### config.mk
export PLATFORM = sky130hd
export DESIGN_NAME = ucode_sequencer
export DESIGN_NICKNAME = d
export VERILOG_FILES = /design/src/rtl/ucseq_pkg.sv /design/src/rtl/ucseq_next_addr.sv /design/src/rtl/ucode_sequencer.sv
export SDC_FILE = /design/constraint.sdc
export NUM_CORES = 1
export LEC_CHECK = 0
export CAP_MARGIN = 0
export CORE_AREA = 5 5 80 74
export DETAILED_ROUTE_END_ITERATION = 6
export DIE_AREA = 0 0 85 79
export GPL_TIMING_DRIVEN = 0
export PLACE_DENSITY = 0.78
export SLEW_MARGIN = 20
export SYNTH_ARGS = -nofsm -noshare
export SYNTH_HDL_FRONTEND = slang
export SYNTH_HIERARCHICAL = 1
export SYNTH_SLANG_ARGS = --single-unit
### constraint.sdc
create_clock -name clk -period 1.79 [get_ports clk]
set_input_delay 0.2685 -clock clk [delete_from_list [all_inputs] [get_ports clk]]
set_output_delay 0.2685 -clock clk [all_outputs]
set_load 0.005 [all_outputs]
### src/rtl/ucseq_pkg.sv
// ucseq_pkg: shared types and constants for the microcode sequencer.
//   - state_t      : sequencer FSM states (IDLE, FETCH, EXEC)
//   - *_BIT / *_LSB: bit positions of the control-word fields
//   - calc_next_addr: next micro-PC given a take-target decision
// Optional feature macro: UCSEQ_LOOP_EN (loop counter support, see top).
package ucseq_pkg;

  typedef enum logic [1:0] {
    IDLE  = 2'd0,
    FETCH = 2'd1,
    EXEC  = 2'd2
  } state_t;

  // Control-word field positions. The target field starts at TARGET_LSB
  // and is UADDR_W wide; the passthrough ctrl bits sit above it.
  localparam int unsigned TYPE_LSB     = 0;
  localparam int unsigned TYPE_W       = 4;
  localparam int unsigned TJL_BIT      = 4;
  localparam int unsigned END_BIT      = 5;
  localparam int unsigned JMP_BIT      = 6;
  localparam int unsigned COND_SEL_BIT = 7;
  localparam int unsigned LOOP_BIT     = 8;
  localparam int unsigned TARGET_LSB   = 9;

  // Widest address the helper handles; callers truncate to UADDR_W.
  localparam int unsigned ADDR_MAX_W   = 32;

  // Returns target when take_target is set, otherwise upc+1. The result is
  // masked to aw bits so the increment wraps modulo 2^aw.
  function automatic logic [ADDR_MAX_W-1:0] calc_next_addr(
    input logic                  take_target,
    input logic [ADDR_MAX_W-1:0] upc,
    input logic [ADDR_MAX_W-1:0] target,
    input int unsigned           aw
  );
    logic [ADDR_MAX_W:0]   mask_w;
    logic [ADDR_MAX_W-1:0] mask;
    mask_w = (33'd1 << aw) - 33'd1;
    mask   = mask_w[ADDR_MAX_W-1:0];
    if (take_target) begin
      return target & mask;
    end
    return (upc + 32'd1) & mask;
  endfunction

endpackage

### src/rtl/ucseq_next_addr.sv
// ucseq_next_addr: combinational next-address priority select.
// Ports:
//   w_end, w_loop, w_jmp, w_cond_sel : control-word flag bits of the word in EXEC
//   cond_in   : branch condition
//   lcnt_nz   : loop counter is non-zero (tie 0 when loops are not built)
//   upc       : current micro-PC
//   target    : target field of the word in EXEC
//   is_end    : word retires the instruction
//   loop_dec  : loop branch taken, loop counter must decrement
//   nxt_addr  : address of the next word (meaningless when is_end)
// Priority: end > loop (lcnt!=0) > jump (conditional or not) > upc+1.
module ucseq_next_addr
  import ucseq_pkg::*;
#(
  parameter int unsigned UADDR_W = 8
) (
  input  logic               w_end,
  input  logic               w_loop,
  input  logic               w_jmp,
  input  logic               w_cond_sel,
  input  logic               cond_in,
  input  logic               lcnt_nz,
  input  logic [UADDR_W-1:0] upc,
  input  logic [UADDR_W-1:0] target,
  output logic               is_end,
  output logic               loop_dec,
  output logic [UADDR_W-1:0] nxt_addr
);

  logic                  jmp_take;
  logic                  take_target;
  logic [ADDR_MAX_W-1:0] next_wide;
  logic                  unused_hi;

  assign is_end      = w_end;
  assign loop_dec    = !w_end && w_loop && lcnt_nz;
  assign jmp_take    = w_jmp && (!w_cond_sel || cond_in);
  assign take_target = loop_dec || (!w_end && jmp_take);

  assign next_wide = calc_next_addr(take_target, ADDR_MAX_W'(upc),
                                    ADDR_MAX_W'(target), UADDR_W);
  assign nxt_addr  = next_wide[UADDR_W-1:0];
  // Bits above UADDR_W are always zero after masking.
  assign unused_hi = ^next_wide[ADDR_MAX_W-1:UADDR_W];

endmodule

### src/rtl/ucode_sequencer.sv
// ucode_sequencer: fetches control words from control memory and walks a
// microprogram per accepted instruction, presenting each word to the decode
// stage for one EXEC cycle (longer when exec_stall holds it).
// Ports:
//   clk, rst_n          : clock, async active-low reset
//   instr_valid/ready   : instruction handshake, start address instr_uaddr,
//                         loop count instr_loop
//   cmem_rd_en/addr     : control-memory read request
//   cmem_data           : read data, valid the cycle after cmem_rd_en
//   cond_in             : branch condition, sampled in a non-stalled EXEC
//   exec_stall          : hold the current word in EXEC
//   CW_type, test_jmp_ld, cw_ctrl, cw_valid : decoded word fields (zero
//                         outside EXEC)
//   busy, done          : program in flight / end-word retire pulse
// Handshake: an instruction transfers on a cycle where instr_valid and
// instr_ready are both high; instr_ready is high only in IDLE, so the
// offerer must hold instr_valid and instr_uaddr stable until then.
// Macro UCSEQ_LOOP_EN: builds the loop counter and honours the loop bit;
// without it instr_loop is ignored and the loop bit reads as 0.
module ucode_sequencer
  import ucseq_pkg::*;
#(
  parameter int unsigned UADDR_W = 8,
  parameter int unsigned CW_W    = 32,
  parameter int unsigned LOOP_W  = 8
) (
  input  logic                          clk,
  input  logic                          rst_n,
  input  logic                          instr_valid,
  output logic                          instr_ready,
  input  logic [UADDR_W-1:0]            instr_uaddr,
  input  logic [LOOP_W-1:0]             instr_loop,
  output logic                          cmem_rd_en,
  output logic [UADDR_W-1:0]            cmem_addr,
  input  logic [CW_W-1:0]               cmem_data,
  input  logic                          cond_in,
  input  logic                          exec_stall,
  output logic [3:0]                    CW_type,
  output logic                          test_jmp_ld,
  output logic [CW_W-(UADDR_W+9)-1:0]   cw_ctrl,
  output logic                          cw_valid,
  output logic                          busy,
  output logic                          done
);

  localparam int unsigned CTRL_LSB = TARGET_LSB + UADDR_W;

  state_t              state_q, state_d;
  logic [UADDR_W-1:0]  upc_q;
  logic [CW_W-1:0]     cw_q;

  logic                accept;
  logic                advance;
  logic                w_loop;
  logic                lcnt_nz;
  logic                is_end;
  logic                loop_dec;
  logic [UADDR_W-1:0]  nxt_addr;

  ucseq_next_addr #(
    .UADDR_W (UADDR_W)
  ) u_next_addr (
    .w_end      (cw_q[END_BIT]),
    .w_loop     (w_loop),
    .w_jmp      (cw_q[JMP_BIT]),
    .w_cond_sel (cw_q[COND_SEL_BIT]),
    .cond_in    (cond_in),
    .lcnt_nz    (lcnt_nz),
    .upc        (upc_q),
    .target     (cw_q[TARGET_LSB +: UADDR_W]),
    .is_end     (is_end),
    .loop_dec   (loop_dec),
    .nxt_addr   (nxt_addr)
  );

`ifdef UCSEQ_LOOP_EN
  logic [LOOP_W-1:0] lcnt_q;

  always_ff @(posedge clk or negedge rst_n) begin
    if (!rst_n) begin
      lcnt_q <= '0;
    end else if (accept) begin
      lcnt_q <= instr_loop;
    end else if (advance && loop_dec) begin
      lcnt_q <= lcnt_q - LOOP_W'(1);
    end
  end

  assign w_loop  = cw_q[LOOP_BIT];
  assign lcnt_nz = |lcnt_q;
`else
  logic unused_loop;

  assign w_loop      = 1'b0;
  assign lcnt_nz     = 1'b0;
  assign unused_loop = ^{instr_loop, cw_q[LOOP_BIT]};
`endif

  // Next-state and read-request logic.
  always_comb begin
    state_d     = state_q;
    instr_ready = 1'b0;
    cmem_rd_en  = 1'b0;
    cmem_addr   = '0;
    done        = 1'b0;
    accept      = 1'b0;
    advance     = 1'b0;
    case (state_q)
      IDLE: begin
        instr_ready = 1'b1;
        if (instr_valid) begin
          accept     = 1'b1;
          cmem_rd_en = 1'b1;
          cmem_addr  = instr_uaddr;
          state_d    = FETCH;
        end
      end
      FETCH: begin
        state_d = EXEC;
      end
      EXEC: begin
        if (!exec_stall) begin
          if (is_end) begin
            done    = 1'b1;
            state_d = IDLE;
          end else begin
            advance    = 1'b1;
            cmem_rd_en = 1'b1;
            cmem_addr  = nxt_addr;
            state_d    = FETCH;
          end
        end
      end
      default: begin
        state_d = IDLE;
      end
    endcase
  end

  always_ff @(posedge clk or negedge rst_n) begin
    if (!rst_n) begin
      state_q <= IDLE;
      upc_q   <= '0;
      cw_q    <= '0;
    end else begin
      state_q <= state_d;
      if (accept) begin
        upc_q <= instr_uaddr;
      end else if (advance) begin
        upc_q <= nxt_addr;
      end
      // Read data arrives in the FETCH cycle.
      if (state_q == FETCH) begin
        cw_q <= cmem_data;
      end
    end
  end

  // Decode-stage outputs are forced to zero outside EXEC.
  assign cw_valid    = (state_q == EXEC);
  assign CW_type     = cw_valid ? cw_q[TYPE_LSB +: TYPE_W] : 4'd0;
  assign test_jmp_ld = cw_valid ? cw_q[TJL_BIT] : 1'b0;
  assign cw_ctrl     = cw_valid ? cw_q[CW_W-1:CTRL_LSB] : '0;
  assign busy        = (state_q != IDLE);

endmodule

======== Yosys cells after proc, flatten, opt, wreduce, memory -nomap -nowiden ========
Cells that the tools add are included.
storage, ports and cells
  register bits ........................... 42
  bits of input ports ..................... 53
  output and inout bits ................... 33
  logic and storage cells ................. 43
operators by class
  $add $sub $neg .......................... 1
  eq/ne operators ......................... 4
  muxes and demuxes ....................... 26
  reduce and logical (&&, ||, !) cells .... 9
operator list
  cell                                                              count
  8-bit two-way mux                                                 7
  8-bit case mux with 2 select lines                                1
  15-bit two-way mux                                                1
  1-bit two-way mux                                                 12
  8-bit by 1-bit adder with 8-bit output (second input constant)    1
  2-bit case mux with 3 select lines                                1
  2-bit two-way mux                                                 2
  4-bit two-way mux                                                 1
  2-bit != test (second input constant)                             2
  2-bit nonzero test                                                2
  2-bit by 1-bit == test with 1-bit output (second input constant)  1
  2-bit == test (second input constant)                             1
  1-bit logical AND                                                 2
  1-bit logical NOT                                                 2
  2-bit logical NOT                                                 1
  1-bit case mux with 2 select lines                                1
  2-bit AND reduction                                               1
  1-bit logical OR                                                  1

======== Longest topological paths before layout ========
  depth in word-level cells ............... 9
  depth in mapped cells ................... 7
  gate-level depth less buffers ........... 7

======== Modules after synthesis ========
Netlist, hierarchy kept.
by module, submodules not included
  module           times used  cells an instance  area each (µm²)  seq. area each (µm²)
  ucode_sequencer  1           126                1786.7           1026.0
  ucseq_next_addr  1           37                 245.2            0.0

======== Least setup slack after synthesis ========
OpenSTA, ideal clock, no wires.
  kind .................................... register to output
  start point ............................. register cw_q[5]
  end point ............................... output port cmem_addr[1]
  data arrival time ....................... 1.299 ns
  slack ................................... 0.222 ns
  cell stages (with the launch flop) ...... 5
  path buffers ............................ 0
  cells stage by stage .................... dfrtp_1 nand2b_1 o22ai_2 mux2_1 a22o_2
between the ends
  cells in the longest elaborated chain, start to end .. 7
RTL lines
  what                                RTL line                text
  start, declared                     ucode_sequencer.sv:50   logic [CW_W-1:0] cw_q;
  start signal, assigned              ucode_sequencer.sv:154  cw_q <= cmem_data;
  1-bit logical NOT                   ucseq_next_addr.sv:38   assign take_target = loop_dec || (!w_end && jmp_take);
  1-bit logical AND                   ucseq_next_addr.sv:38
  1-bit two-way mux                   ucseq_pkg.sv:40         if (take_target) begin
  8-bit two-way mux                   ucseq_pkg.sv:43         return (upc + 32'd1) & mask;
  named net nxt_addr[1]               ucode_sequencer.sv:58   logic [UADDR_W-1:0] nxt_addr;
  8-bit two-way mux                   ucode_sequencer.sv:123  if (is_end) begin
  8-bit two-way mux                   ucode_sequencer.sv:122  if (!exec_stall) begin
  8-bit case mux with 2 select lines  ucode_sequencer.sv:108  case (state_q)
  end, declared                       ucode_sequencer.sv:34   output logic [UADDR_W-1:0] cmem_addr,
The timed path passes the listed nets, and every way through them passes these cells.

======== Worst setup path in the final report ========
  start point ............................. input port cond_in
  end point ............................... output port cmem_addr[7]
between the ends
  cells in the longest elaborated chain, start to end .. 8
RTL lines
  what                                RTL line                text
  start, declared                     ucode_sequencer.sv:36   input logic cond_in,
  1-bit logical OR                    ucseq_next_addr.sv:37   assign jmp_take = w_jmp && (!w_cond_sel || cond_in);
  1-bit logical AND                   ucseq_next_addr.sv:37
  1-bit logical AND                   ucseq_next_addr.sv:38
  1-bit two-way mux                   ucseq_pkg.sv:40
  8-bit two-way mux                   ucseq_pkg.sv:43
  named net nxt_addr[7]               ucode_sequencer.sv:58
  8-bit two-way mux                   ucode_sequencer.sv:123
  8-bit two-way mux                   ucode_sequencer.sv:122
  8-bit case mux with 2 select lines  ucode_sequencer.sv:108
The timed path passes the listed nets, and every way through them passes these cells.

==> impl_metrics.tcl <==
set metrics [dict create \
    cellPowerDensity_nw_per_um2 1600 \
    status "finished, violations left" \
    num_io_pins 86 \
    layout.nets 338 \
    start_kind "input pin" \
    port_buffers 76 \
    ant_nets 0 \
    dp_hpwl_mm 3.56 \
    initial_utilization 0.400 \
    rsz0062_at_grt "true" \
    total_power_mw 5.54 \
    mostFrequentLayoutCells "clkdlybuf4s50_1 (42), dfrtp_1 (37), buf_6 (34)" \
    avgSynthCellArea_sq_um 12.5 \
    grt.overflow.total 0 \
    remaining_drc_errors 0 \
    row_count 25 \
    area_growth_syn_to_layout_pct 70.8 \
    finalMaxSlewViolations 0 \
    grt_pass1_wl_mm 8.89 \
    antenna_found_initial 0 \
    violations "negative setup slack" \
    die_w_um 85 \
    track_usage 0.170 \
    final_common_cell "clkdlybuf4s50_1" \
    gp_congestion 0.755 \
    grt_max_degree 31 \
    register_area_sq_um 1030 \
    cap_violations 0 \
    numCtsBuffers 5 \
    ys_warn_count 6 \
    syn-cell-area_sq_um 2030 \
    worstSetupEndpointType "primary output" \
    synthesis.instances 162 \
    die_h_um 79 \
    multi_input_area_sq_um 1060 \
    drt-wirelength-per-cell_um 15.7 \
    path_clk_slew_ns 0.08 \
    clockRootBuffer "clkbuf_8" \
    critPathMaxFanout 3 \
    clock_path_buffers 2 \
    drive_gt1_frac 0.525 \
    vdd.ir_drop.worst_mv 0.694 \
    fillers 391 \
    required_ns 1.52 \
    cts_tree "done" \
    initialDrtViolationCount 41 \
    fmax_mhz 494 \
    setup_tns_ns -1.56 \
    path_class "input pin to primary output" \
    hold_viol_final 0 \
    num_antenna_cells 0 \
    layout_setup_ws_ns -0.235 \
    die_area_sq_um 6720 \
    htree_num_levels 2 \
    finalSetupViolCount 9 \
    worstPathArrival_ns 1.76 \
    clkSinkCount 41 \
    via_per_inst 4.73 \
    first_pass_iters 4 \
    hold_path_class "input pin to async pin" \
    core_sq_um 5070 \
    clkLatencyLatePin_ns 0.29 \
    drt_wl_total_mm 5.51 \
    skew_ns 0.00402 \
    grt_pass1_vias 1759 \
    period_share 1.13 \
    leakage_nw 1.65 \
    min_period_ns 2.03 \
    vias 1661 \
]
routing by layer:
metal  track usage  up-vias  wire length, um
li1              -      792                -
met1         0.215      815             2310
met2         0.290       47             2850
met3        0.0311        7              256
met4        0.0601        0               91
met5             0        -                0
power by group:
group	internal, mW	total (mW)	switching [mW]
logic	1.96	3.10	1.14
registers	1.41	1.71	0.301
clock network	0.406	0.724	0.319
path summary, 6_finish.rpt:
check	from	end	slack (ns)	cells past startpoint
max in group asynchronous	rst_n	upc_q[2]	0.91	3
setup reg to reg	cw_q[5]	upc_q[1]	0.10	7
hold reg to reg	cw_q[21]	cw_q[21]	0.48	1
setup / recovery	cond_in	cmem_addr[7]	-0.24	7
min in group clk	cw_q[21]	cw_q[21]	0.48	1
hold / removal	rst_n	cw_q[20]	0.41	2
metrics by stage:
step           setup slack (ns)  instance area (sq um)  cells  hold WS (ns)  utilization
2_1_floorplan             0.236                   2030    163       -0.0271            -
3_3_place_gp             -0.672                   2880    306         0.458        0.568
3_5_place_dp             -0.627                   2890    307         0.169        0.571
4_1_cts                  -0.251                   3400    348         0.396        0.670
5_1_grt                  -0.322                   3460    351         0.440        0.684
6_report                 -0.235                   3460    351         0.410        0.684
worst max-delay path: stages:
cell and delay (ns):
clkdlybuf4s50_1 0.50, nor2b_4 0.05, o22ai_4 0.16, buf_6 0.14, mux2_4 0.29, a22o_4 0.22, buf_6 0.11
sequential cells by signal, indices dropped and copies added (netlist names):
| signal | cells |
|---|---|
| state_q | 2 |
| cw_q | 31 |
| upc_q | 8 |
what timing repair did:
item                                    in CTS  in global routing
gates cloned                                 3                  0
endpoints found under the setup margin      33                 21
endpoints found under the hold margin       11                  0
buffers inserted                            32                 13
resized for setup                          180                 28
pin swaps                                   10                  8
hold buffers                                 1                  0
layout make-up:
class | instances | area share
multi-input combinational | 110 | 0.306
tap | 67 | 0.0242
timing repair buffer | 118 | 0.327
clock buffer | 5 | 0.0199
buffer | 4 | 0.0112
inverter | 4 | 0.00433
clock inverter | 2 | 0.0101
sequential | 41 | 0.298
Power figures use the tool's default switching activity.
